File: src/rtl/lsq_mem_port_arbiter.sv
// -----------------------------------------------------------------------------
// lsq_mem_port_arbiter
//
// Shares the single data-memory port between the load-issue side and the
// store-drain side of the load/store queue. While idle it picks at most one
// requester, latches that request and presents it to memory with a
// valid/ready handshake. Stores are posted (no response). A load is tracked
// until its data returns, or until a timeout, and a one-cycle tagged response
// goes back to the load side. Only one memory transaction is outstanding at
// any time.
//
// Arbitration when both sides are valid:
//   1. store wins on a same-word address match (store-before-load ordering),
//   2. store wins once STARVE_LIMIT consecutive loads have been granted while
//      it waited,
//   3. otherwise load wins.
//
// Ports:
//   clk            clock, rising edge
//   reset          asynchronous active-low reset
//   ld_valid/ld_ready/ld_addr/ld_tag          load request side
//   st_valid/st_ready/st_addr/st_data         store request side
//   mem_req_valid/mem_req_ready/mem_we/mem_addr/mem_wdata   memory request
//   mem_rvalid/mem_rdata                      memory load data return
//   ld_resp_valid/ld_resp_tag/ld_resp_data/ld_resp_err      load completion
//   busy           high whenever the arbiter is not idle
// -----------------------------------------------------------------------------
module lsq_mem_port_arbiter #(
  parameter int ADDR_W       = 32,
  parameter int DATA_W       = 32,
  parameter int TAG_W        = 4,
  parameter int STARVE_LIMIT = 4,
  parameter int TIMEOUT      = 64
) (
  input  logic              clk,
  input  logic              reset,
  input  logic              ld_valid,
  output logic              ld_ready,
  input  logic [ADDR_W-1:0] ld_addr,
  input  logic [TAG_W-1:0]  ld_tag,
  input  logic              st_valid,
  output logic              st_ready,
  input  logic [ADDR_W-1:0] st_addr,
  input  logic [DATA_W-1:0] st_data,
  output logic              mem_req_valid,
  input  logic              mem_req_ready,
  output logic              mem_we,
  output logic [ADDR_W-1:0] mem_addr,
  output logic [DATA_W-1:0] mem_wdata,
  input  logic              mem_rvalid,
  input  logic [DATA_W-1:0] mem_rdata,
  output logic              ld_resp_valid,
  output logic [TAG_W-1:0]  ld_resp_tag,
  output logic [DATA_W-1:0] ld_resp_data,
  output logic              ld_resp_err,
  output logic              busy
);

  typedef enum logic [1:0] {
    ST_IDLE    = 2'd0,
    ST_ISSUE   = 2'd1,
    ST_LD_WAIT = 2'd2
  } state_e;

  // Last counter value before a load is declared timed out: counting from 0
  // on LD_WAIT entry, the error response appears TIMEOUT cycles after entry.
  localparam logic [3:0] STARVE_LIM_C = 4'(STARVE_LIMIT);
  localparam logic [7:0] TO_LAST_C    = 8'(TIMEOUT - 1);

  state_e              state_r;
  state_e              state_nxt_s;
  logic [3:0]          starve_cnt_r;
  logic [7:0]          to_cnt_r;

  logic                req_we_r;
  logic [ADDR_W-1:0]   req_addr_r;
  logic [DATA_W-1:0]   req_wdata_r;
  logic [TAG_W-1:0]    req_tag_r;

  logic                req_valid_r;
  logic                busy_r;
  logic                rsp_valid_r;
  logic [TAG_W-1:0]    rsp_tag_r;
  logic [DATA_W-1:0]   rsp_data_r;
  logic                rsp_err_r;

  logic                same_word_s;
  logic                starve_hit_s;
  logic                grant_ld_s;
  logic                grant_st_s;
  logic                mem_hs_s;
  logic                rsp_ok_s;
  logic                rsp_to_s;

  // Arbitration between load and store requesters while idle
  always_comb begin
    same_word_s  = 1'b0;
    starve_hit_s = 1'b0;
    grant_ld_s   = 1'b0;
    grant_st_s   = 1'b0;
    same_word_s  = (st_addr[ADDR_W-1:2] == ld_addr[ADDR_W-1:2]);
    starve_hit_s = (starve_cnt_r == STARVE_LIM_C);
    if (state_r == ST_IDLE) begin
      if (ld_valid && st_valid) begin
        if (same_word_s || starve_hit_s) begin
          grant_st_s = 1'b1;
        end else begin
          grant_ld_s = 1'b1;
        end
      end else if (ld_valid) begin
        grant_ld_s = 1'b1;
      end else if (st_valid) begin
        grant_st_s = 1'b1;
      end else begin
        grant_ld_s = 1'b0;
        grant_st_s = 1'b0;
      end
    end else begin
      grant_ld_s = 1'b0;
      grant_st_s = 1'b0;
    end
  end

  // The state register already holds IDLE during reset, so the readies are
  // also gated by reset itself to keep every output at 0 while it is asserted.
  assign ld_ready = grant_ld_s & reset;
  assign st_ready = grant_st_s & reset;

  // Next-state logic and per-cycle event decode
  always_comb begin
    state_nxt_s = state_r;
    mem_hs_s    = 1'b0;
    rsp_ok_s    = 1'b0;
    rsp_to_s    = 1'b0;
    case (state_r)
      ST_IDLE: begin
        if (grant_ld_s || grant_st_s) begin
          state_nxt_s = ST_ISSUE;
        end else begin
          state_nxt_s = ST_IDLE;
        end
      end
      ST_ISSUE: begin
        if (mem_req_ready) begin
          mem_hs_s    = 1'b1;
          state_nxt_s = req_we_r ? ST_IDLE : ST_LD_WAIT;
        end else begin
          state_nxt_s = ST_ISSUE;
        end
      end
      ST_LD_WAIT: begin
        if (mem_rvalid) begin
          rsp_ok_s    = 1'b1;
          state_nxt_s = ST_IDLE;
        end else if (to_cnt_r == TO_LAST_C) begin
          rsp_to_s    = 1'b1;
          state_nxt_s = ST_IDLE;
        end else begin
          state_nxt_s = ST_LD_WAIT;
        end
      end
      default: begin
        state_nxt_s = ST_IDLE;
      end
    endcase
  end

  // FSM state register
  always_ff @(posedge clk or negedge reset) begin
    if (!reset) begin
      state_r <= ST_IDLE;
    end else begin
      state_r <= state_nxt_s;
    end
  end

  // Store starvation counter: consecutive load grants while a store waits
  always_ff @(posedge clk or negedge reset) begin
    if (!reset) begin
      starve_cnt_r <= 4'd0;
    end else if (state_r == ST_IDLE) begin
      if (grant_st_s || !st_valid) begin
        starve_cnt_r <= 4'd0;
      end else if (grant_ld_s && (starve_cnt_r != STARVE_LIM_C)) begin
        starve_cnt_r <= starve_cnt_r + 4'd1;
      end else begin
        starve_cnt_r <= starve_cnt_r;
      end
    end else begin
      starve_cnt_r <= starve_cnt_r;
    end
  end

  // Load timeout counter: runs only while staying in LD_WAIT
  always_ff @(posedge clk or negedge reset) begin
    if (!reset) begin
      to_cnt_r <= 8'd0;
    end else if ((state_r == ST_LD_WAIT) && (state_nxt_s == ST_LD_WAIT)) begin
      to_cnt_r <= to_cnt_r + 8'd1;
    end else begin
      to_cnt_r <= 8'd0;
    end
  end

  // Request register: captures the winning request at grant time
  always_ff @(posedge clk or negedge reset) begin
    if (!reset) begin
      req_we_r    <= 1'b0;
      req_addr_r  <= {ADDR_W{1'b0}};
      req_wdata_r <= {DATA_W{1'b0}};
      req_tag_r   <= {TAG_W{1'b0}};
    end else if (grant_st_s) begin
      req_we_r    <= 1'b1;
      req_addr_r  <= st_addr;
      req_wdata_r <= st_data;
      req_tag_r   <= {TAG_W{1'b0}};
    end else if (grant_ld_s) begin
      req_we_r    <= 1'b0;
      req_addr_r  <= ld_addr;
      req_wdata_r <= {DATA_W{1'b0}};
      req_tag_r   <= ld_tag;
    end else begin
      req_we_r    <= req_we_r;
      req_addr_r  <= req_addr_r;
      req_wdata_r <= req_wdata_r;
      req_tag_r   <= req_tag_r;
    end
  end

  // Registered status flags, derived from the next state so they line up
  // with the state they describe
  always_ff @(posedge clk or negedge reset) begin
    if (!reset) begin
      req_valid_r <= 1'b0;
      busy_r      <= 1'b0;
    end else begin
      req_valid_r <= (state_nxt_s == ST_ISSUE);
      busy_r      <= (state_nxt_s != ST_IDLE);
    end
  end

  // Load response register: one-cycle pulse, all fields 0 otherwise
  always_ff @(posedge clk or negedge reset) begin
    if (!reset) begin
      rsp_valid_r <= 1'b0;
      rsp_tag_r   <= {TAG_W{1'b0}};
      rsp_data_r  <= {DATA_W{1'b0}};
      rsp_err_r   <= 1'b0;
    end else if (rsp_ok_s) begin
      rsp_valid_r <= 1'b1;
      rsp_tag_r   <= req_tag_r;
      rsp_data_r  <= mem_rdata;
      rsp_err_r   <= 1'b0;
    end else if (rsp_to_s) begin
      rsp_valid_r <= 1'b1;
      rsp_tag_r   <= req_tag_r;
      rsp_data_r  <= {DATA_W{1'b0}};
      rsp_err_r   <= 1'b1;
    end else begin
      rsp_valid_r <= 1'b0;
      rsp_tag_r   <= {TAG_W{1'b0}};
      rsp_data_r  <= {DATA_W{1'b0}};
      rsp_err_r   <= 1'b0;
    end
  end

  assign mem_req_valid = req_valid_r;
  assign mem_we        = req_we_r;
  assign mem_addr      = req_addr_r;
  assign mem_wdata     = req_wdata_r;
  assign ld_resp_valid = rsp_valid_r;
  assign ld_resp_tag   = rsp_tag_r;
  assign ld_resp_data  = rsp_data_r;
  assign ld_resp_err   = rsp_err_r;
  assign busy          = busy_r;

endmodule

File: config.mk
export PLATFORM = sky130hd
export DESIGN_NAME = lsq_mem_port_arbiter
export DESIGN_NICKNAME = d
export VERILOG_FILES = /design/src/rtl/lsq_mem_port_arbiter.sv
export SDC_FILE = /design/constraint.sdc
export NUM_CORES = 1
export LEC_CHECK = 0
export ABC_CLOCK_PERIOD_IN_PS = 2600
export CAP_MARGIN = 25
export CORE_UTILIZATION = 41
export DETAILED_ROUTE_END_ITERATION = 12
export PLACE_DENSITY = 0.79
export SETUP_SLACK_MARGIN = 0.2
export SLEW_MARGIN = 30
export SYNTH_ARGS = -nofsm -noshare
export SYNTH_HDL_FRONTEND = slang
export SYNTH_SLANG_ARGS = --single-unit
File: constraint.sdc
create_clock -name clk -period 2.6 [get_ports clk]
set_clock_uncertainty 0.1 [all_clocks]
set_input_delay 0.26 -clock clk [delete_from_list [all_inputs] [get_ports clk]]
set_output_delay 0.26 -clock clk [all_outputs]
set_load 0.02 [all_outputs]
# ---- After elaboration in Yosys (flattened, before gate mapping)
# Cells that the tools add are included.
dict set report word_totals {
  regBits 123
  latchBits 0
  ramBits 0
  rom_bits 0
  input_bits 138
  out_inout_bits 107
  elab_cells 74
  mem_count 0
}
dict set report classes {
  addsub 2
  multipliers 0
  div_mod_pow 0
  n_lt_le_gt_ge 0
  n_eq_ne 8
  shift 0
  muxes 37
  n_bitwise 2
  n_reduce_logical 12
}
# operator n
set op_table {}
lappend op_table {{$mux 32} 5}
lappend op_table {{$eq 30x30->1} 1}
lappend op_table {{$mux 4} 6}
lappend op_table {{$mux 1} 20}
lappend op_table {{$add 8x1->8 const B} 1}
lappend op_table {{$eq 8x6->1 const B} 1}
lappend op_table {{$mux 2} 4}
lappend op_table {{$mux 8} 1}
lappend op_table {{$pmux 2 s3} 1}
lappend op_table {{$reduce_bool 2->1} 3}
lappend op_table {{$add 4x1->4 const B} 1}
lappend op_table {{$eq 2x1->1 const B} 2}
lappend op_table {{$eq 2x2->1 const B} 2}
lappend op_table {{$eq 4x3->1 const B} 1}
lappend op_table {{$ne 4x3->1 const B} 1}
lappend op_table {{$logic_and 1x1->1} 3}
lappend op_table {{$logic_or 1x1->1} 3}
lappend op_table {{$and 1x1->1} 2}
lappend op_table {{$logic_not 2->1} 1}
lappend op_table {{$reduce_and 2->1} 1}
lappend op_table {{$logic_not 1->1} 1}

# ---- Logic depth before layout (Yosys ltp)
dict set report logic_depth {
  ltp_word 11
  mapped_depth 9
  depth_no_buf 7
}

# ---- Worst setup path after synthesis
# Ideal clock, no wire load.
dict set report synth_path {
  kind {register to output}
  startpoint {reg state_r[0]}
  endpoint {out ld_ready}
  arrival_ns 1.701
  required_time_ns 2.240
  slack_ns 0.539
  path_stages_with_launch 6
  path_buffers 1
  cell_sequence {dfrtp_1 -> nor2_1 -> nand2_1 -> a21oi_1 -> clkbuf_1 -> and3_1}
}
dict set report synth_between {
  elab_chain_cells 3
}
# element line
set synth_lines {}
lappend synth_lines {{from (decl)} 70} ;# state_e state_r;
lappend synth_lines {{from (signal assigned)} 173} ;# state_r <= state_nxt_s;
lappend synth_lines {{$logic_not 2->1} 103} ;# if (state_r == ST_IDLE) begin
lappend synth_lines {{$mux 1} 103}
lappend synth_lines {{$and 1x1->1} 126} ;# assign ld_ready = grant_ld_s & reset;
lappend synth_lines {{to (decl)} 38} ;# output logic ld_ready,
# Every way passes these cells.

# ---- Worst setup path in the final report
dict set report layout_path {
  startpoint {reg starve_cnt_r[1]}
  endpoint {out st_ready}
}
dict set report layout_between {
  elab_chain_cells 6
}
# element line
set layout_lines {}
lappend layout_lines {{from (decl)} 72} ;# logic [3:0] starve_cnt_r;
lappend layout_lines {{from (signal assigned)} 185} ;# starve_cnt_r <= starve_cnt_r + 4'd1;
lappend layout_lines {{from (signal assigned)} 187} ;# starve_cnt_r <= starve_cnt_r;
lappend layout_lines {{from (signal assigned)} 190} ;# starve_cnt_r <= starve_cnt_r;
lappend layout_lines {{$eq 4x3->1} 102} ;# starve_hit_s = (starve_cnt_r == STARVE_LIM_C);
lappend layout_lines {{$logic_or 1x1->1} 105} ;# if (same_word_s || starve_hit_s) begin
lappend layout_lines {{$mux 1} 105}
lappend layout_lines {{$mux 1} 104} ;# if (ld_valid && st_valid) begin
lappend layout_lines {{$mux 1} 103}
lappend layout_lines {{$and 1x1->1} 127} ;# assign st_ready = grant_st_s & reset;
lappend layout_lines {{to (decl)} 42} ;# output logic st_ready,
# Every way passes these cells.

==> flow_summary_export.csv <==
group,metric,value,unit
sta,holdWs,0.03303,ns
synthesis,synth.distinct_cells,33,
finish,utilization,0.7052,
power_and_ir_drop,power_density,980.3,mW/mm²
global_routing,antenna_found_initial,0,
global_routing,grt_pass1_vias,4948,
worst_setup_path,critPathCaptureType,"primary output",
sta,clock.fmax,0.4258,GHz
sta,slew_headroom,0.5153,
worst_hold_path,min_path_cells,3,
worst_hold_path,hold_start,"ld_addr[20]",
routing,dr.pass1.iters,4,
worst_setup_path,crit_required,2.24,ns
sta,finalCritPeriodShare,0.9032,
synthesis,ys_seq_elements,123,
finish,drive_gt1_frac,0.09946,
routing,drc,0,
cts,cts_tree,"done",
routing,viasPerCell,5.324,
synthesis,netlist_area,0.005192,mm²
synthesis,synth.largest_area_cell,"dfrtp_1",
cts,numClockSinks,123,
worst_setup_path,critPathArrivalTime,1.99,ns
synthesis,syn_nets,609,
global_routing,grt_max_degree,58,
synthesis,yosys_warnings,0,
synthesis,synth.most_common_cell,"dfrtp_1",
synthesis,synth_area_leaders,"dfrtp_1, a22o_1, xnor2_1, a31oi_1, and2_1",
sta,drv_slew,0,
die,die_y,114.5,µm
placement,pre_cts_ws,-0.5181,ns
worst_setup_path,r2r_cells,9,
synthesis,syn_inst,468,
sta,tns,0,ns
cts,numCtsBuffers,17,
synthesis,async_flop_share,1.000,
synthesis,synth_edf_count,0,
cts,htree_num_levels,4,
worst_setup_path,reg2reg_to,"mem_addr[4]",
die,start_util,0.4270,
die,io_pins,245,
sta,setup_ws,0.2516,ns
sta,final-hold-violation-count,0,
synthesis,synth_top_cell_area_share,0.5928,
routing,drtIter0Drc,283,
flow_run,maxCapViolCount,0,
power_and_ir_drop,ir_drop,0.6109,mV
routing,ant_nets,0,
finish,finalNetCount,864,
finish,n_antenna_cell,0,
worst_hold_path,min_path_type,"in -> reg",
worst_setup_path,reg2reg_from,"starve_cnt_r[1]",
die,placeableCoreArea,0.01216,mm²
global_routing,grtUsageTotal,0.2595,
finish,syn_to_final_growth,65.18,%
cts,clk_latency,0.42,ns
global_routing,grt_pass1_wl,25500,µm
synthesis,synth_common_cells,"dfrtp_1, nand3_1, a22o_1, nor3_1, o21ai_0",
worst_hold_path,holdPathEnd,"mem_addr[20]",
placement,io_buffers,244,
run_status,status,"completed",
die,dieArea,0.01312,mm²
placement,hpwl,11610,µm
worst_setup_path,crit_type,"reg -> out",
die,dieWidth,114.5,µm
placement,gp_congestion,0.8691,
routing,vias,4802,
die,std_cell_rows,40,
synthesis,synth_ff_type,"dfrtp_1",
sta,rsz0062_at_grt,"true",
cts,clk_path_buf_depth,2,
sta,max_slew.worst_pin.slew,0.7270,ns
worst_setup_path,cp_max_fo,3,
worst_setup_path,r2r_setup_slack,0.31,ns
synthesis,syn_avg_cell_area,11.10,µm²
global_routing,grt.overflow.total,0,
sta,setup_viol,0,
cts,cts_root_buffer,"clkbuf_16",
power_and_ir_drop,p_leak,3.779,nW
routing,routed_wl,16560,µm
worst_setup_path,worstSetupStartpointType,"flip-flop",
sta,min_period,2.348,ns
cts,path_clk_slew,0.05,ns
routing,wire_per_inst,18.36,µm
synthesis,yosysSeqAreaShare,0.5928,
-- critical path, cell delays in order, from the launching register on --
cell      delay, ns
dfrtp_1        0.40
inv_2          0.06
ha_2           0.17
and3b_2        0.20
nand3b_1       0.19
a31oi_4        0.22
nor2_4         0.07
and2_4         0.14
buf_6          0.12
-- metrics by stage --
step	cell area, µm²	cells	total power, mW
after global placement	7926	869	6.073
after global routing	8577	902	8.823
after floorplan	5192	468	4.445
after detailed placement	7926	869	6.151
final	8577	902	8.408
after CTS	8524	900	8.454
-- flip-flops by register name, indices dropped and copies added (netlist names) --
signal	count
busy	1
ld_resp_data	32
ld_resp_err	1
ld_resp_tag	4
ld_resp_valid	1
mem_addr	32
mem_req_valid	1
mem_wdata	32
mem_we	1
req_tag_r	4
starve_cnt_r	4
state_r	2
to_cnt_r	8
-- report_power, final --
part / switching, mW / total, mW / internal (mW)
clock: 0.811 / 2.25 / 1.44
sequential: 0.312 / 2.79 / 2.47
combinational: 1.75 / 3.37 / 1.62
total: 2.88 / 8.41 / 5.53
-- timing repair --
action | CTS | global route
pin swaps | 10 | 10
setup endpoints to repair | 35 | 33
hold buffers | 1 | 0
endpoints found under the hold margin | 66 | 0
setup buffers | 0 | 2
resized for setup | 35 | 24
-- layout by cell type, fill, tap and decap left out, drive strengths merged, types with 2 or more instances in the layout --
cell type and instances:
clkdlybuf4s50 211, dfrtp 123, nand3 38, a22o 37
nor3 35, o21ai 35, and2 33, a31oi 33
xnor2 30, buf 28, clkbuf 24, dlymetal6s2s 14
nor2 14, dlygate4sd2 12, nand4 9, nand2 7
xor2 6, inv 5, nor2b 4, clkinv 4
and3 3, or2 3, ha 3, a211oi 2
a21o 2, clkinvlp 2, bufinv 2, clkdlybuf4s15 2
and3b 2, a21oi 2
-- per-layer routing --
metal	up-vias	wire [µm]	GRT usage	part of all wire
met1	2333	6258	0.2928	0.38
li1	2194	-	-	-
met3	28	1721	0.1011	0.10
met4	0	405	0.1281	0.024
met2	247	8172	0.4295	0.49
met5	-	0	0	0
-- kinds of logic (layout without fill, tap and decap cells) --
logic type	after synthesis	count (layout)	share of synthesized area
flip-flops	123	123	0.5928
buffers and inverters	39	305	0.03036
XOR/XNOR	36	36	0.06072
AND/OR/NAND/NOR	155	155	0.1634
AO/OA/AOI/OAI	111	111	0.1436
adder cells (fa/ha/maj)	3	3	0.007230
multiplexers	1	1	0.001928
-- cell type report --
cell class,instances,area (µm²)
clock inverters,8,95.09
clock buffers,22,464.2
flip-flops and latches,123,3078
fillers,892,3585
well taps,168,210.2
inverters,5,18.77
repair buffers,270,2679
multi-input cells,306,2032
-- worst max-delay path by stage --
stage	to	start	cells past startpoint	slack (ns)
after floorplan	ld_ready	state_r[0]	5	0.54
after global placement	st_ready	st_addr[7]	9	-0.56
after detailed placement	st_ready	st_addr[12]	9	-0.52
after CTS	st_ready	starve_cnt_r[0]	8	0.19
after global routing	st_ready	starve_cnt_r[1]	8	0.17
final	st_ready	starve_cnt_r[1]	8	0.25
Note: power is estimated with default switching activity, not from simulation.
==> edit 1: new RTL, same flow settings <==
One comparison of `starve_cnt_r` changes from == to >=.
--- a/src/rtl/lsq_mem_port_arbiter.sv
+++ b/src/rtl/lsq_mem_port_arbiter.sv
@@ -100,5 +100,5 @@
     grant_st_s   = 1'b0;
     same_word_s  = (st_addr[ADDR_W-1:2] == ld_addr[ADDR_W-1:2]);
-    starve_hit_s = (starve_cnt_r == STARVE_LIM_C);
+    starve_hit_s = (starve_cnt_r >= STARVE_LIM_C);
     if (state_r == ST_IDLE) begin
       if (ld_valid && st_valid) begin
Check against the original RTL: same outputs for any inputs over 10 cycles, from zero or initial values and one cycle with reset low; that may be too few to reach the edited logic, so the function may still have changed.
==> edit 1 against the unedited design <==
Largest cell class unchanged; utilization is 4.3 points lower; setup slack better by 0.026 ns; critical endpoint is now ld_ready; routed wire length is 6.2% higher; power is 15% higher; critical path type is now input pin to output pin; sequential share of layout area is 2.8 points lower; sequential cell count stayed put; area after synthesis is 15% higher; final cell count is 9.4% higher; non-clock buffer count is 1 lower; design area is 8.4% higher.
==> edit 1: results (changes against the unedited design) <==
| Metric | Value |
|---|---|
| Hpwl dp | `12.1 mm (+4.4%)` |
| Multiplexer share of the synthesized area | `0.189% (-0.0041 points)` |
| Synth Area in XOR/XNOR | `5.28% (-0.79 points)` |
| Synth Area in Compound Gates | `22.3% (+7.9 points)` |
| Commonest cells in the netlist | `dfrtp_1 (123), nor2_1 (79), inv_1 (34), and2_1 (33)` |
| R2r startpoint | `state_r[0]$_DFF_PN0_` |
| Yosys cell types | `41 (+24%)` |
| Pin count of the biggest net entering global routing | `107 (+84%)` |
| Fillers | `1,068 (+20%)` |
| DRT iter0 DRCs | `204 (-28%)` |
| Top post-synthesis cells by area | `dfrtp_1 (52%), a221oi_2 (7.3%), a32o_1 (5.4%)` |
| Detailed Routing Iterations Pass 1 | `5 (+1)` |
| Net count after synthesis | `693 (+14%)` |
| First-pass GRT wire length | `26.9 mm (+5.4%)` |
| Register area share after synthesis | `51.6% (-7.7 points)` |
| Global Route Usage Sum | `23.4% (-2.5 points)` |
| Final Net Count | `935 (+8.2%)` |
| Worst IR Drop VDD | `872 uV (+43%)` |
| Leakage | `4.12 nW (+8.9%)` |
| Number of global-route vias before repair | `5,384 (+8.8%)` |
| Adder-cell share of the synthesized area | `0.629% (-0.094 points)` |
| Final WL | `17.6 mm (+6.2%)` |
| Worst path max stage delay | `0.50 ns (+0.10 ns)` |
| Share of cells above drive strength 1 | `13.4% (+3.4 points)` |
| R2R Setup Slk | `0.49 ns (+0.18 ns)` |
| Crit path max-delay family | `buffers and inverters` |
| WL per Instance | `17.8 um (-3.0%)` |
| Status | `completed` |
## edit 1: area by class of cell
class                      instances  area share [%]
clock buffer                      17            4.58
sequential                       123            33.1
tap                              180            2.42
clock inverter                    15            1.75
timing repair buffer             269            29.0
multi-input combinational        349            27.7
inverter                          34            1.37
## edit 1: metal layers
| layer | up-vias | part of all wire, % | global-route usage [%] |
|---|---|---|---|
| li1 | 2485 | - | - |
| met5 | - | 0.097 | 0 |
| met4 | 2 | 2.3 | 9.91 |
| met2 | 258 | 50 | 39.3 |
| met1 | 2591 | 39 | 27.6 |
| met3 | 36 | 8.3 | 7.34 |
## edit 1: worst reg2reg max path, stage by stage, from the launching register on
cell and delay (ns):
dfrtp_1 0.44, nor2_4 0.27, buf_4 0.22, buf_4 0.39
o32a_1 0.19, o21ai_0 0.08, a311oi_1 0.30
## edit 1: worst paths after layout
check                                        endpoint  cells past startpoint
setup reg to reg              mem_addr[0]$_DFFE_PN0N_                      6
max in group asynchronous  ld_resp_data[21]$_DFF_PN0_                      3
setup / recovery                             ld_ready                      8
min in group asynchronous   mem_wdata[22]$_DFFE_PN0N_                      2
hold reg to reg             mem_wdata[15]$_DFFE_PN0N_                      1
hold / removal               mem_addr[18]$_DFFE_PN0N_                      3
## edit 1: stage by stage
stage	cell area [um^2]	TNS [ns]	worst slack, ns	util, %
global placement	8590	-14.21	-0.407	61.1
detailed placement	8590	-14.73	-0.386	61.1
floorplan	5970	0	0.636	-
CTS	9200	0	0.203	65.5
global route	9300	0	0.193	66.2
finish	9300	0	0.278	66.2
## edit 1: repair_timing
action                                  4_1_cts  5_1_grt
endpoints found under the setup margin       51       35
resized for setup                            12       24
hold buffers                                  1        0
setup buffers                                 1        1
endpoints found under the hold margin        17        0
pin swaps                                     5       15
## edit 1: cells by family after synthesis
family,count (synthesis)
DFF,123
AOI/OAI and AO/OA,151
muxes,1
buffers and inverters,80
and+or+nand+nor,158
adders and majority gates,3
xor gates and xnor gates,36
## edit 1: where the power goes
part           internal, mW  total (mW)  leakage, nW  switching (mW)
Sequential             2.55        2.97         1.59           0.421
Combinational          2.07        4.34         2.24            2.26
Clock                  1.43        2.35        0.286           0.925
==> edit 2: new RTL, same flow settings <==
Made on the original files. Set the parameter `TAG_W` to 6 (it was 4).
--- a/src/rtl/lsq_mem_port_arbiter.sv
+++ b/src/rtl/lsq_mem_port_arbiter.sv
@@ -29,5 +29,5 @@
   parameter int ADDR_W       = 32,
   parameter int DATA_W       = 32,
-  parameter int TAG_W        = 4,
+  parameter int TAG_W        = 6,
   parameter int STARVE_LIMIT = 4,
   parameter int TIMEOUT      = 64
Interface: changed (resized ld_resp_tag and ld_tag); port bits go from 245 to 249. No check against the original RTL was run, so the function may have changed too.
==> edit 2 against the unedited design <==
Non-clock buffer count is 4 higher; design area increased by 4.8%; utilization fell by 0.14 points; sequential cell count up 4; area after synthesis increased by 4.6%; power increased by 12%; setup slack better by 0.0023 ns; routed wire length rose by 4.1%; fmax barely moved; combinational power rose by 17%; die area up 4.5%; sequential power rose by 8.2%; largest power group unchanged; highest routed layer unchanged.
==> edit 2: results (changes against the unedited design) <==
| Metric | Value |
|---|---|
| Non-clock inverters | `5 (unchanged)` |
| Worst IR Drop VDD | `575 uV (-5.8%)` |
| Layout Cells excl Fill | `891 (-1.2%)` |
| GR met2 Demand/Resource | `42.6% (-0.39 points)` |
| Number of I/O port buffers | `248 (+1.6%)` |
| DRT iter0 DRCs | `349 (+23%)` |
| HP Start | `ld_addr[2]` |
| Commonest cells in the netlist | `dfrtp_1 (127), a22o_1 (38), and2_1 (34), o21ai_0 (34)` |
| Non-CTS buffers | `274 (+1.5%)` |
| Routing usage on met3 | `7.93% (-2.2 points)` |
| Global Route Usage Sum | `25.3% (-0.67 points)` |
| R2r startpoint | `starve_cnt_r[0]$_DFFE_PN0P_` |
| WHS | `0.0658 ns (+0.0328 ns)` |
| GPL Wtd Cong | `0.767 (-12%)` |
| R2R Setup Slk | `0.44 ns (+0.13 ns)` |
| Seq area share | `35.3% (-0.54 points)` |
| Met1 GRT Util | `29.6% (+0.30 points)` |
| # resized after CTS | `24 (-31%)` |
| Max-Slew Margin vs Limit | `46.4% (-5.1 points)` |
| Post-CTS Setup Inserts | `5 (+5)` |
| Crit path max fanout | `2 (-1)` |
| Status | `completed` |
| Final WL | `17.2 mm (+4.1%)` |
| Path depth of the worst reg2reg path | `7 (-2)` |
| Vias per cell | `5.40 (+1.4%)` |
| Register area share after synthesis | `58.5% (-0.74 points)` |
| Metal3 WL | `1.47 mm (-14%)` |
| CP max-delay cell | `clkdlybuf4s50_1` |
| Multi-Input Combinational | `282 (-7.8%)` |
| Clock tree buffer depth | `2 (unchanged)` |
| Yosys cell types | `38 (+15%)` |
| M1 wire length | `6.61 mm (+5.6%)` |
| Fillers | `867 (-2.8%)` |
| Leakage | `4.21 nW (+12%)` |
| Hpwl dp | `12.1 mm (+4.6%)` |
| Sw Ratio | `34.4% (+0.20 points)` |
| Number of global-route vias before repair | `4,872 (-1.5%)` |
| Buffering overhead | `31.3% (about the same)` |
| Share of cells above drive strength 1 | `11.1% (+1.2 points)` |
| First-pass GRT wire length | `25.6 mm (+0.46%)` |
| Mapped Cells | `448 (-4.3%)` |
| Top post-synthesis cells by area | `dfrtp_1 (59%), a22o_1 (6.1%), a2bb2oi_1 (5.0%)` |
| Internal | `6.20 mW (+12%)` |
| Final Net Count | `850 (-1.6%)` |
| Seq pwr share | `32.0% (-1.1 points)` |
| Pin count of the biggest net entering global routing | `60 (+3.4%)` |
| WL met2 | `8.72 mm (+6.7%)` |
| Number of synthesized register bits | `127 (+3.3%)` |
| Area of the multi-input gates | `0.00214 mm^2 (+5.5%)` |
| Net count after synthesis | `591 (-3.0%)` |
| Hold endpoint | `mem_addr[2]$_DFFE_PN0N_` |
| RR Endpoint | `mem_addr[25]$_DFFE_PN0N_` |
| DR top layer | `met4` |
| Crit path max-delay family | `buffers and inverters` |
| Worst path max stage delay | `0.50 ns (+0.10 ns)` |
## edit 2: cell count changes in the layout (fill, tap and decap cells not counted), moves of 4 or more
cell	before	now
dlygate4sd2_1	12	5
nor3_1	35	1
dfrtp_1	123	127
dlymetal6s2s_1	14	43
nand2_1	7	12
a32oi_1	0	31
a31oi_1	32	0
nand3_1	38	7
a2bb2oi_1	0	31
clkdlybuf4s50_1	211	197
## edit 2: metrics by stage
step | setup slack (ns) | utilization [%] | cell area (um^2)
CTS | 0.154 | 69.2 | 8840
finish | 0.254 | 70.4 | 8990
floorplan | 0.629 | - | 5430
global route | 0.171 | 70.4 | 8990
global placement | -0.444 | 63.6 | 8120
detailed placement | -0.499 | 63.6 | 8130
## edit 2: worst max-delay path by stage
stage	from	end	slack, ns	cells past startpoint
3_5_place_dp	st_addr[15]	st_ready	-0.50	7
4_1_cts	ld_addr[20]	mem_addr[29]$_DFFE_PN0N_	0.15	10
5_1_grt	st_addr[31]	st_ready	0.17	8
2_1_floorplan	state_r[0]$_DFF_PN0_	st_ready	0.63	4
3_3_place_gp	st_addr[15]	ld_ready	-0.44	8
6_report	st_addr[27]	st_ready	0.25	8
## edit 2: kinds of logic (layout without fill, tap and decap cells)
logic type | after synthesis | after routing | share of synthesized area (%)
adder cells (fa/ha/maj) | 3 | 3 | 0.691
XOR/XNOR | 36 | 36 | 5.81
AND/OR/NAND/NOR | 98 | 98 | 10.5
AO/OA/AOI/OAI | 145 | 145 | 20.7
buffers and inverters | 39 | 310 | 3.83
flip-flops | 127 | 127 | 58.5
## edit 2: worst register-to-register path: stages (launching register included)
cell       delay (ns)
dfrtp_1          0.39
inv_1            0.08
ha_1             0.23
nand3b_1         0.13
nand3_2          0.12
a21oi_4          0.63
o21ai_0          0.19
a2bb2oi_1        0.21
